<file path="src/rtl/mips_pkg.sv">
// Shared definitions for the multi-cycle MIPS core: sequencer state codes and the PC reset vector.
package mips_pkg;

  typedef enum logic [1:0] {
    FETCH = 2'b00,
    EXEC1 = 2'b01,
    EXEC2 = 2'b10,
    HALT  = 2'b11
  } state_t;

  localparam logic [31:0] RESET_VECTOR = 32'hBFC00000;

endpackage

</file>
<file path="src/rtl/mips_perf_counter.sv">
// Free-running event counter with enable; wraps from all-ones back to zero.
module mips_perf_counter #(
  parameter int DATA_W = 32
) (
  input  logic              clk,
  input  logic              reset,
  input  logic              en,
  output logic [DATA_W-1:0] count
);

  always_ff @(posedge clk or posedge reset) begin
    if (reset) begin
      count <= '0;
    end else if (en) begin
      count <= count + DATA_W'(1);
    end
  end

endmodule

</file>
<file path="src/rtl/mips_sequencer.sv">
// Top-level control FSM of the multi-cycle MIPS core (FETCH/EXEC1/EXEC2/HALT).
// Optional performance counters are built when MIPS_SEQ_PERF_CNT_EN is defined.
module mips_sequencer
  import mips_pkg::*;
(
  input  logic        clk,
  input  logic        reset,
  input  logic        waitrequest,
  input  logic        halt_pc,
  input  logic        extra,
  input  logic        md_busy,
  output logic [1:0]  state,
  output logic        active,
  output logic        fetch_read,
  output logic        ir_en,
  output logic        stall,
  output logic        instr_retired
`ifdef MIPS_SEQ_PERF_CNT_EN
  ,
  output logic [31:0] cycle_count,
  output logic [31:0] instr_count,
  output logic [31:0] stall_count
`endif
);

  state_t state_q;

  assign state = state_q;

  always_ff @(posedge clk or posedge reset) begin
    if (reset) begin
      state_q <= FETCH;
      active  <= 1'b0;
    end else begin
      case (state_q)
        FETCH: begin
          // The first cycle out of reset only raises active; no fetch is issued.
          if (!active) begin
            active <= 1'b1;
          end else if (halt_pc) begin
            state_q <= HALT;
            active  <= 1'b0;
          end else if (!waitrequest) begin
            state_q <= EXEC1;
          end
        end
        EXEC1: begin
          if (!(waitrequest || md_busy)) begin
            state_q <= extra ? EXEC2 : FETCH;
          end
        end
        EXEC2: state_q <= FETCH;
        HALT:  active <= 1'b0;
        default: begin
          state_q <= HALT;
          active  <= 1'b0;
        end
      endcase
    end
  end

  always_comb begin
    fetch_read    = 1'b0;
    ir_en         = 1'b0;
    stall         = 1'b0;
    instr_retired = 1'b0;
    case (state_q)
      FETCH: begin
        fetch_read = active && !halt_pc;
        if (active && !halt_pc) begin
          if (waitrequest) begin
            stall = 1'b1;
          end else begin
            ir_en = 1'b1;
          end
        end
      end
      EXEC1: begin
        if (waitrequest || md_busy) begin
          stall = 1'b1;
        end else if (!extra) begin
          instr_retired = 1'b1;
        end
      end
      EXEC2:   instr_retired = 1'b1;
      default: ;
    endcase
  end

`ifdef MIPS_SEQ_PERF_CNT_EN
  logic cycle_en;

  // The FETCH cycle that decides to halt is billed to HALT, so it is not counted.
  assign cycle_en = active && !(state_q == FETCH && halt_pc);

  mips_perf_counter #(.DATA_W(32)) u_cycle_cnt (
    .clk   (clk),
    .reset (reset),
    .en    (cycle_en),
    .count (cycle_count)
  );

  mips_perf_counter #(.DATA_W(32)) u_instr_cnt (
    .clk   (clk),
    .reset (reset),
    .en    (instr_retired),
    .count (instr_count)
  );

  mips_perf_counter #(.DATA_W(32)) u_stall_cnt (
    .clk   (clk),
    .reset (reset),
    .en    (stall),
    .count (stall_count)
  );
`endif

endmodule

</file>
<file path="config.mk">
export PLATFORM = sky130hd
export DESIGN_NAME = mips_sequencer
export DESIGN_NICKNAME = d
export VERILOG_FILES = /design/src/rtl/mips_pkg.sv /design/src/rtl/mips_perf_counter.sv /design/src/rtl/mips_sequencer.sv
export SDC_FILE = /design/constraint.sdc
export NUM_CORES = 1
export LEC_CHECK = 0
export CAP_MARGIN = 0
export CORE_AREA = 2 2 39 41
export CTS_CLUSTER_DIAMETER = 150
export DETAILED_ROUTE_END_ITERATION = 8
export DIE_AREA = 0 0 41 43
export SYNTH_ARGS = -nofsm -noshare
export SYNTH_HDL_FRONTEND = slang
export SYNTH_SLANG_ARGS = --single-unit
</file>
<file path="constraint.sdc">
create_clock -name clk -period 1.5 [get_ports clk]
set_input_delay 0.3 -clock clk [delete_from_list [all_inputs] [get_ports clk]]
set_output_delay 0.3 -clock clk [all_outputs]
set_load 0.01 [all_outputs]
</file>
## Word level (Yosys, flattened, before mapping)

Cells that the tools add are included.

| word-level totals | value |
|---|---|
| input bits | 6 |
| word-level logic and storage cells | 35 |
| output and inout port bits | 7 |
| register bits | 3 |

| cells by class | value |
|---|---|
| multiplexer cells | 20 |
| reduce and logical (&&, ||, !) cells | 7 |
| equality and inequality tests | 6 |

Operator list:

| cell | count |
|---|---|
| 2-to-1 mux 1 bit | 11 |
| 2-to-1 mux 2 bit | 5 |
| case mux 1 bit (2 select lines) | 3 |
| case mux 2 bit (3 select lines) | 1 |
| == test 2 bit, second input constant | 2 |
| != test 2 bit, second input constant | 2 |
| AND reduction 4 bit | 1 |
| != test 3 bit, second input constant | 1 |
| nonzero test 3 bit | 1 |
| == test 2 x 1 -> 1 bit, second input constant | 1 |
| logical NOT 2 bit | 1 |
| nonzero test 2 bit | 1 |
| logical AND 1 bit | 1 |
| logical NOT 1 bit | 1 |
| logical OR 1 bit | 1 |

## Depth between registers and ports, before layout

Gate-level depths: netlist of the first run.

| logic depth | value |
|---|---|
| depth in word-level cells | 4 |
| depth in mapped cells | 5 |

## Worst setup path before layout of the first run

No wires, ideal clock.

| timing | value |
|---|---|
| path type | reg-to-reg |
| start | register state_q[1] (netlist: state[1]) |
| end | register state_q[1] (netlist: state[1]) |
| stages on the path, launching flop included | 5 |
| arrival | 1.393 ns |
| setup time | 0.125 ns |
| slack | -0.018 ns |
| path through | dfrtp_1 -> inv_1 -> ha_1 -> a221o_2 -> mux2_4 |

| between the ends | value |
|---|---|
| word-level cells in the longest chain between the ends | 3 |

RTL lines:

| element | line | text |
|---|---|---|
| start: declaration | mips_sequencer.sv:26 | `state_t state_q;` |
| start signal: assignment | mips_sequencer.sv:49 | `state_q <= extra ? EXEC2 : FETCH;` |
| == test 2 x 1 -> 1 bit (tied with other cells) | mips_sequencer.sv:35 | `case (state_q)` |
| != test 2 bit (no source line) (tied with other cells) | -- |  |
| AND reduction 4 bit (no source line) | -- |  |

Several ways; a longest one is shown, not always the timed one.
A chain may end at the register's enable or synchronous reset.

## Worst setup path after layout of the first run

| timing | value |
|---|---|
| start | register state_q[0] (netlist: state[0]) |
| end | output stall |

| between the ends | value |
|---|---|
| word-level cells in the longest chain between the ends | 2 |

RTL lines:

| element | line | text |
|---|---|---|
| == test 2 x 1 -> 1 bit / logical NOT 2 bit (equally long branches) | mips_sequencer.sv:67 | `case (state_q)` |
| case mux 1 bit (2 select lines) (*) | mips_sequencer.sv:67 |  |
| end: declaration | mips_sequencer.sv:16 | `output logic stall,` |

Mark *: on every way between the ends. The rest lies on a longest branch, timed or not.

==> metrics.txt, run 1 <==
Port Buffers 12; pins over their slew limit 0; EDFF count, synth 0; final hold violation count 0; failing checks negative setup slack; IR drop worst, VDD 0.000795 V; Worst Path Class, Setup register to primary output; GP Congestion 0.736; TritonCTS clock tree built; area leader, netlist dfrtp_1; area grow syn2layout 101%; crit path max fanout 3; final setup violation count 5; CP Data Arrival Time 1290 ps; RSZ-0062 raised after global routing yes; flops & latches, synth 3; Max clock buf depth 2; area post-placement 474 um2; initial antenna violation count 0; Max Cap Viol 0; clock sinks 3; reg-to-reg critical path endpoint state[1]$_DFFE_PP0P_; iteration-0 DRC count of the detailed router 0; Setup crit end kind primary output; largest net degree at the start of global routing 6; status finished, violations left; Area contributors post-synth dfrtp_1 (29%), ha_1 (20%), inv_1 (7.3%); Gate Count Post-Synth 28; Crit Reg-Reg Startpoint state[1]$_DFFE_PP0P_; worst setup slack after layout -87.2 ps; Final HPWL DP 504 um; most common cell in the netlist inv_1; H-tree levels 1; post-synthesis mux area share 0.0976; chip width 41 um; Die ar. 1760 um2; row count 14; Final Core Density 0.373; Initial Utilization 0.185; Hold Crit Class input pin to async pin; areal power density over the cells 2040 nW/um2; dpl ws -631 ps; simple-gate share of the synthesized area 0.151; post-route non-filler standard cell count 71; latest clock arrival within the worst-skew pair 230 ps; GRT overflow 0; Num CTS Buffers 3; Synth cell types 16; first drt pass iteration count 1; r2r setup slk 0 ps; # DRC 0; Vias/cell 4.01; top_reg_cell synth dfrtp_1; Total Routing Usage GR 0.0926; Core Region 1380 um2; async set-reset flop share out of synthesis 1.00; DRT Wirelength 634 um; largest family of logic cells by synthesized area adder cells; CTS root buf clkbuf_4; Commonest cells post-synth inv_1 (5), ha_1 (4), dfrtp_1 (3), o21ai_0 (3), nand2_1 (2); clock slew at reported path FFs 40 ps; Avg Cell Area, Syn 9.16 um2; Clock Skew 0.150 ps; PnR Total Power 1050 uW; share of the synthesized area in the top cell type 0.293; Routed wire per std cell 8.93 um; slew margin rel. 0.864; Mapped Area 256 um2; Mapped Nets 38; YS warnings 0; fill count 142; Synth Area in Adders 0.195; Worst-Margin Slew 202 ps; I/O pin count 13; share of cells above drive strength 1 0.509; Setup crit start kind register; first-pass GRT wire length 1090 um; Die Height 43 um; Finished Cell Area 517 um2; total number of vias 285; period utilization 1.06; minimum clock period 1590 ps; worst r2r path cells 5; hold buffer count at CTS 0; Placed Instances 66; Synth Area in XOR/XNOR 0; vias in the first global route 301; Diodes inserted 0; top achievable clock speed 0.630 GHz; standby leakage power 0.000268 uW; Compound-Gate Fraction of Synth Area 0.190; NumNets Final 66; CP required 1200 ps; sequential area share after synthesis 0.293; Routed Antenna Nets 0
## registers in the layout, indices dropped and copies added (netlist names)
register,cells
active,1
state,2
## report_power, final
part	total [uW]	switching [uW]	internal [uW]
clock network	142	42.1	99.7
logic	757	316	442
registers	155	28.2	127
total	1050	386	669
## worst max-delay path by stage
stage	start	endpoint	slack, ps	depth (start not counted)
after floorplan	state[0]$_DFFE_PP0P_	state[1]$_DFFE_PP0P_	7	4
after global placement	md_busy	instr_retired	-610	5
after detailed placement	md_busy	instr_retired	-630	5
after CTS	state[0]$_DFFE_PP0P_	stall	-100	6
after global routing	state[0]$_DFFE_PP0P_	stall	-170	6
final	state[0]$_DFFE_PP0P_	stall	-90	6
## kinds of logic after synthesis
family,count (synthesis)
flip-flops,3
multiplexers,2
AND/OR/NAND/NOR,7
buffers and inverters,5
AO/OA/AOI/OAI,7
adder cells (fa/ha/maj),4
## metal layers
metal,track usage,vias to the layer above,routed length [um]
met5,0,-,0
met4,0.0600,0,0
met3,0.0157,0,37
met2,0.156,8,337
met1,0.0974,129,259
li1,-,148,-
## critical path, stage by stage (launching register included)
cell and delay (ps):
dfrtp_1 370, inv_2 60, ha_4 150, and3_4 180, o21ai_2 110, nand2_1 50
buf_2 130
## layout by cell type (no fill, tap or decap)
cell type | Yosys | routed
nor3b_2 | 0 | 1
dfrtp_1 | 3 | 3
and2_1 | 1 | 1
clkbuf_4 | 0 | 3
nand2_1 | 2 | 2
clkbuf_1 | 0 | 1
o21a_1 | 1 | 1
mux2i_1 | 1 | 1
a211oi_1 | 1 | 1
a221o_2 | 1 | 1
or2_1 | 1 | 1
ha_1 | 4 | 1
inv_2 | 0 | 2
buf_6 | 0 | 1
a21o_1 | 1 | 1
o21ai_2 | 0 | 1
mux2_4 | 1 | 1
dlygate4sd2_1 | 0 | 5
ha_2 | 0 | 2
nand3_1 | 1 | 1
ha_4 | 0 | 1
o21ai_0 | 3 | 2
buf_2 | 0 | 3
inv_1 | 5 | 3
and3_4 | 0 | 1
clkdlybuf4s50_1 | 0 | 3
buf_4 | 0 | 11
## through the flow
step,hold WS [ps],setup TNS [ps]
2_1_floorplan,53.6,0
5_1_grt,248,-654
6_report,230,-265
3_3_place_gp,477,-2570
3_5_place_dp,475,-2570
4_1_cts,224,-362
## final cells by class
| cell class | instances | area, um2 | area share |
|---|---|---|---|
| timing repair buffer | 23 | 183 | 0.354 |
| inverter | 5 | 18.8 | 0.0363 |
| multi-input combinational | 20 | 194 | 0.375 |
| clock buffer | 4 | 26.3 | 0.0508 |
| sequential | 3 | 75.1 | 0.145 |
| tap | 16 | 20.0 | 0.0387 |
## timing repair
action	4_1_cts	5_1_grt
buffers inserted	1	0
resized for setup	30	1
pin swaps	6	2
setup endpoints to repair	9	6
Note: power is estimated with default switching activity, not from simulation.
==> inputs of run 2 (changes only) <==
--- a/config.mk
+++ b/config.mk
@@ -10,6 +10,7 @@
 export CTS_CLUSTER_DIAMETER = 150
 export DETAILED_ROUTE_END_ITERATION = 8
 export DIE_AREA = 0 0 41 43
+export SETUP_SLACK_MARGIN = 0.05
 export SYNTH_ARGS = -nofsm -noshare
 export SYNTH_HDL_FRONTEND = slang
 export SYNTH_SLANG_ARGS = --single-unit
==> metrics.txt, run 2 (synthesized netlist as in run 1, its figures left out) <==
status finished, violations left (unchanged); failing checks negative setup slack (unchanged); Finished Cell Area 531 um2 (was 517 um2); commonest non-fill, non-tap cell in the layout buf_4 (unchanged); first-pass GRT wire length 1040 um (was 1090 um); Critical-path top delay cell dfrtp_1 (unchanged); H-tree levels 1 (unchanged); iteration-0 DRC count of the detailed router 3 (was 0); total number of vias 289 (was 285); CP required 1200 ps (about the same); slew margin rel. 0.867 (was 0.864); Max Cap Viol 0 (unchanged); Num CTS Buffers 3 (unchanged); Core Region 1380 um2 (unchanged); GP Congestion 0.687 (was 0.736); Setup crit start kind register (unchanged); I/O pin count 13 (unchanged); Worst Path Class, Setup register to primary output (unchanged); delay of the slowest cell on the worst path 370 ps (about the same); Worst-Margin Slew 198 ps (was 202 ps); areal power density over the cells 2050 nW/um2 (was 2040 nW/um2); worst setup slack after layout -63.9 ps (was -87.2 ps); IR drop worst, VDD 0.000792 V (was 0.000795 V); Vias/cell 4.07 (was 4.01); Diodes inserted 0 (unchanged); GR Layer Usage met3 0.0314 (was 0.0157); Routed Antenna Nets 0 (unchanged); dpl ws -618 ps (was -631 ps); NumNets Final 66 (unchanged); chip width 41 um (unchanged); Routed wire per std cell 9.62 um (was 8.93 um); row count 14 (unchanged); largest net degree at the start of global routing 6 (unchanged); Hold Crit Class input pin to async pin (unchanged); Die ar. 1760 um2 (unchanged); share of cells above drive strength 1 0.545 (was 0.509); final setup violation count 4 (was 5); area post-placement 477 um2 (was 474 um2); pins over their slew limit 0 (unchanged); Max clock buf depth 2 (unchanged); final hold violation count 0 (unchanged); CP Data Arrival Time 1260 ps (was 1290 ps); latest clock arrival within the worst-skew pair 230 ps (about the same); Largest delay share family, worst path flip-flops (unchanged); # DRC 0 (unchanged); crit-path cells inv_2, ha_2, nor3b_2, o21a_1, buf_2 (was inv_2, ha_4, and3_4, o21ai_2, nand2_1, buf_2); CTS root buf clkbuf_4 (unchanged); top achievable clock speed 0.639 GHz (was 0.630 GHz); clock slew at reported path FFs 40 ps (about the same); met2 Usage GRT 0.150 (was 0.156); crit path max fanout 2 (was 3); Critical path buffers and inverters 2 (unchanged); RSZ-0062 raised after global routing yes (unchanged); commonest non-fill, non-tap cells in the layout buf_4 (10), dlygate4sd2_1 (6) (was buf_4 (11), dlygate4sd2_1 (5)); GRT overflow 0 (unchanged); TritonCTS clock tree built (unchanged); minimum clock period 1560 ps (was 1590 ps); initial antenna violation count 0 (unchanged); Port Buffers 12 (unchanged); period utilization 1.04 (was 1.06); Setup crit end kind primary output (unchanged); Most Crowded Layer GR met2 (unchanged); DRT Wirelength 683 um (was 634 um); standby leakage power 0.000271 uW (was 0.000268 uW); clock sinks 3 (unchanged); GR Util met1 0.0874 (was 0.0974); max reg flops 2 (unchanged); Die Height 43 um (unchanged); Initial Utilization 0.185 (unchanged); Total Routing Usage GR 0.0905 (was 0.0926); area grow syn2layout 107% (was 101%); post-route non-filler standard cell count 71 (unchanged); Clock Skew 0.439 ps (was 0.150 ps); vias in the first global route 282 (was 301); first drt pass iteration count 2 (was 1); Placed Instances 66 (unchanged); Final HPWL DP 521 um (was 504 um)
[run 2: cell count changes in the layout (fill, tap and decap cells not counted), sizes merged]
| cell | delta |
|---|---|
| clkdlybuf4s50 | -1 |
| dlygate4sd2 | +1 |
[run 2: routing by layer]
metal	up-vias	share of wire
li1	150	-
met1	129	0.41
met5	-	0
met2	10	0.52
met4	0	0
met3	0	0.069
[run 2: final timing paths]
kind	start	end	slack [ps]	cells past startpoint
setup / recovery	state[1]$_DFFE_PP0P_	instr_retired	-60	5
hold / removal	reset	active$_DFFE_PP0P_	230	2
setup reg to reg	state[1]$_DFFE_PP0P_	state[1]$_DFFE_PP0P_	-10	5
hold reg to reg	active$_DFFE_PP0P_	active$_DFFE_PP0P_	590	2
max in group asynchronous	reset	state[1]$_DFFE_PP0P_	1140	2
min in group clk	active$_DFFE_PP0P_	active$_DFFE_PP0P_	590	2
[run 2: power by group]
group | switching, uW | internal [uW] | total (uW)
clock network | 39.1 | 99.5 | 139
logic | 331 | 465 | 796
registers | 27.7 | 127 | 155
[run 2: metrics by stage]
stage / utilization / total power [uW] / TNS (ps) / hold WS (ps)
after floorplan: - / 526 / 0 / 53.6
final: 0.383 / 1090 / -190 / 233
after detailed placement: 0.344 / 940 / -2510 / 477
after global routing: 0.383 / 1190 / -444 / 247
after CTS: 0.367 / 1070 / -212 / 226
after global placement: 0.344 / 930 / -2490 / 478
[run 2: timing repair]
action / CTS / global route
gates resized for setup: 29 / 5
pin swaps: 9 / 2
buffers inserted: 1 / 0
hold buffers: 0 / 0
endpoints found under the setup margin: 9 / 6
[run 2: cell type report]
cell class,instances,area [um2]
Fill cell,161,853
Multi-Input combinational cell,20,199
Timing Repair Buffer,23,191
Sequential cell,3,75.1
Clock buffer,4,26.3
Tap cell,16,20.0
Inverter,5,18.8
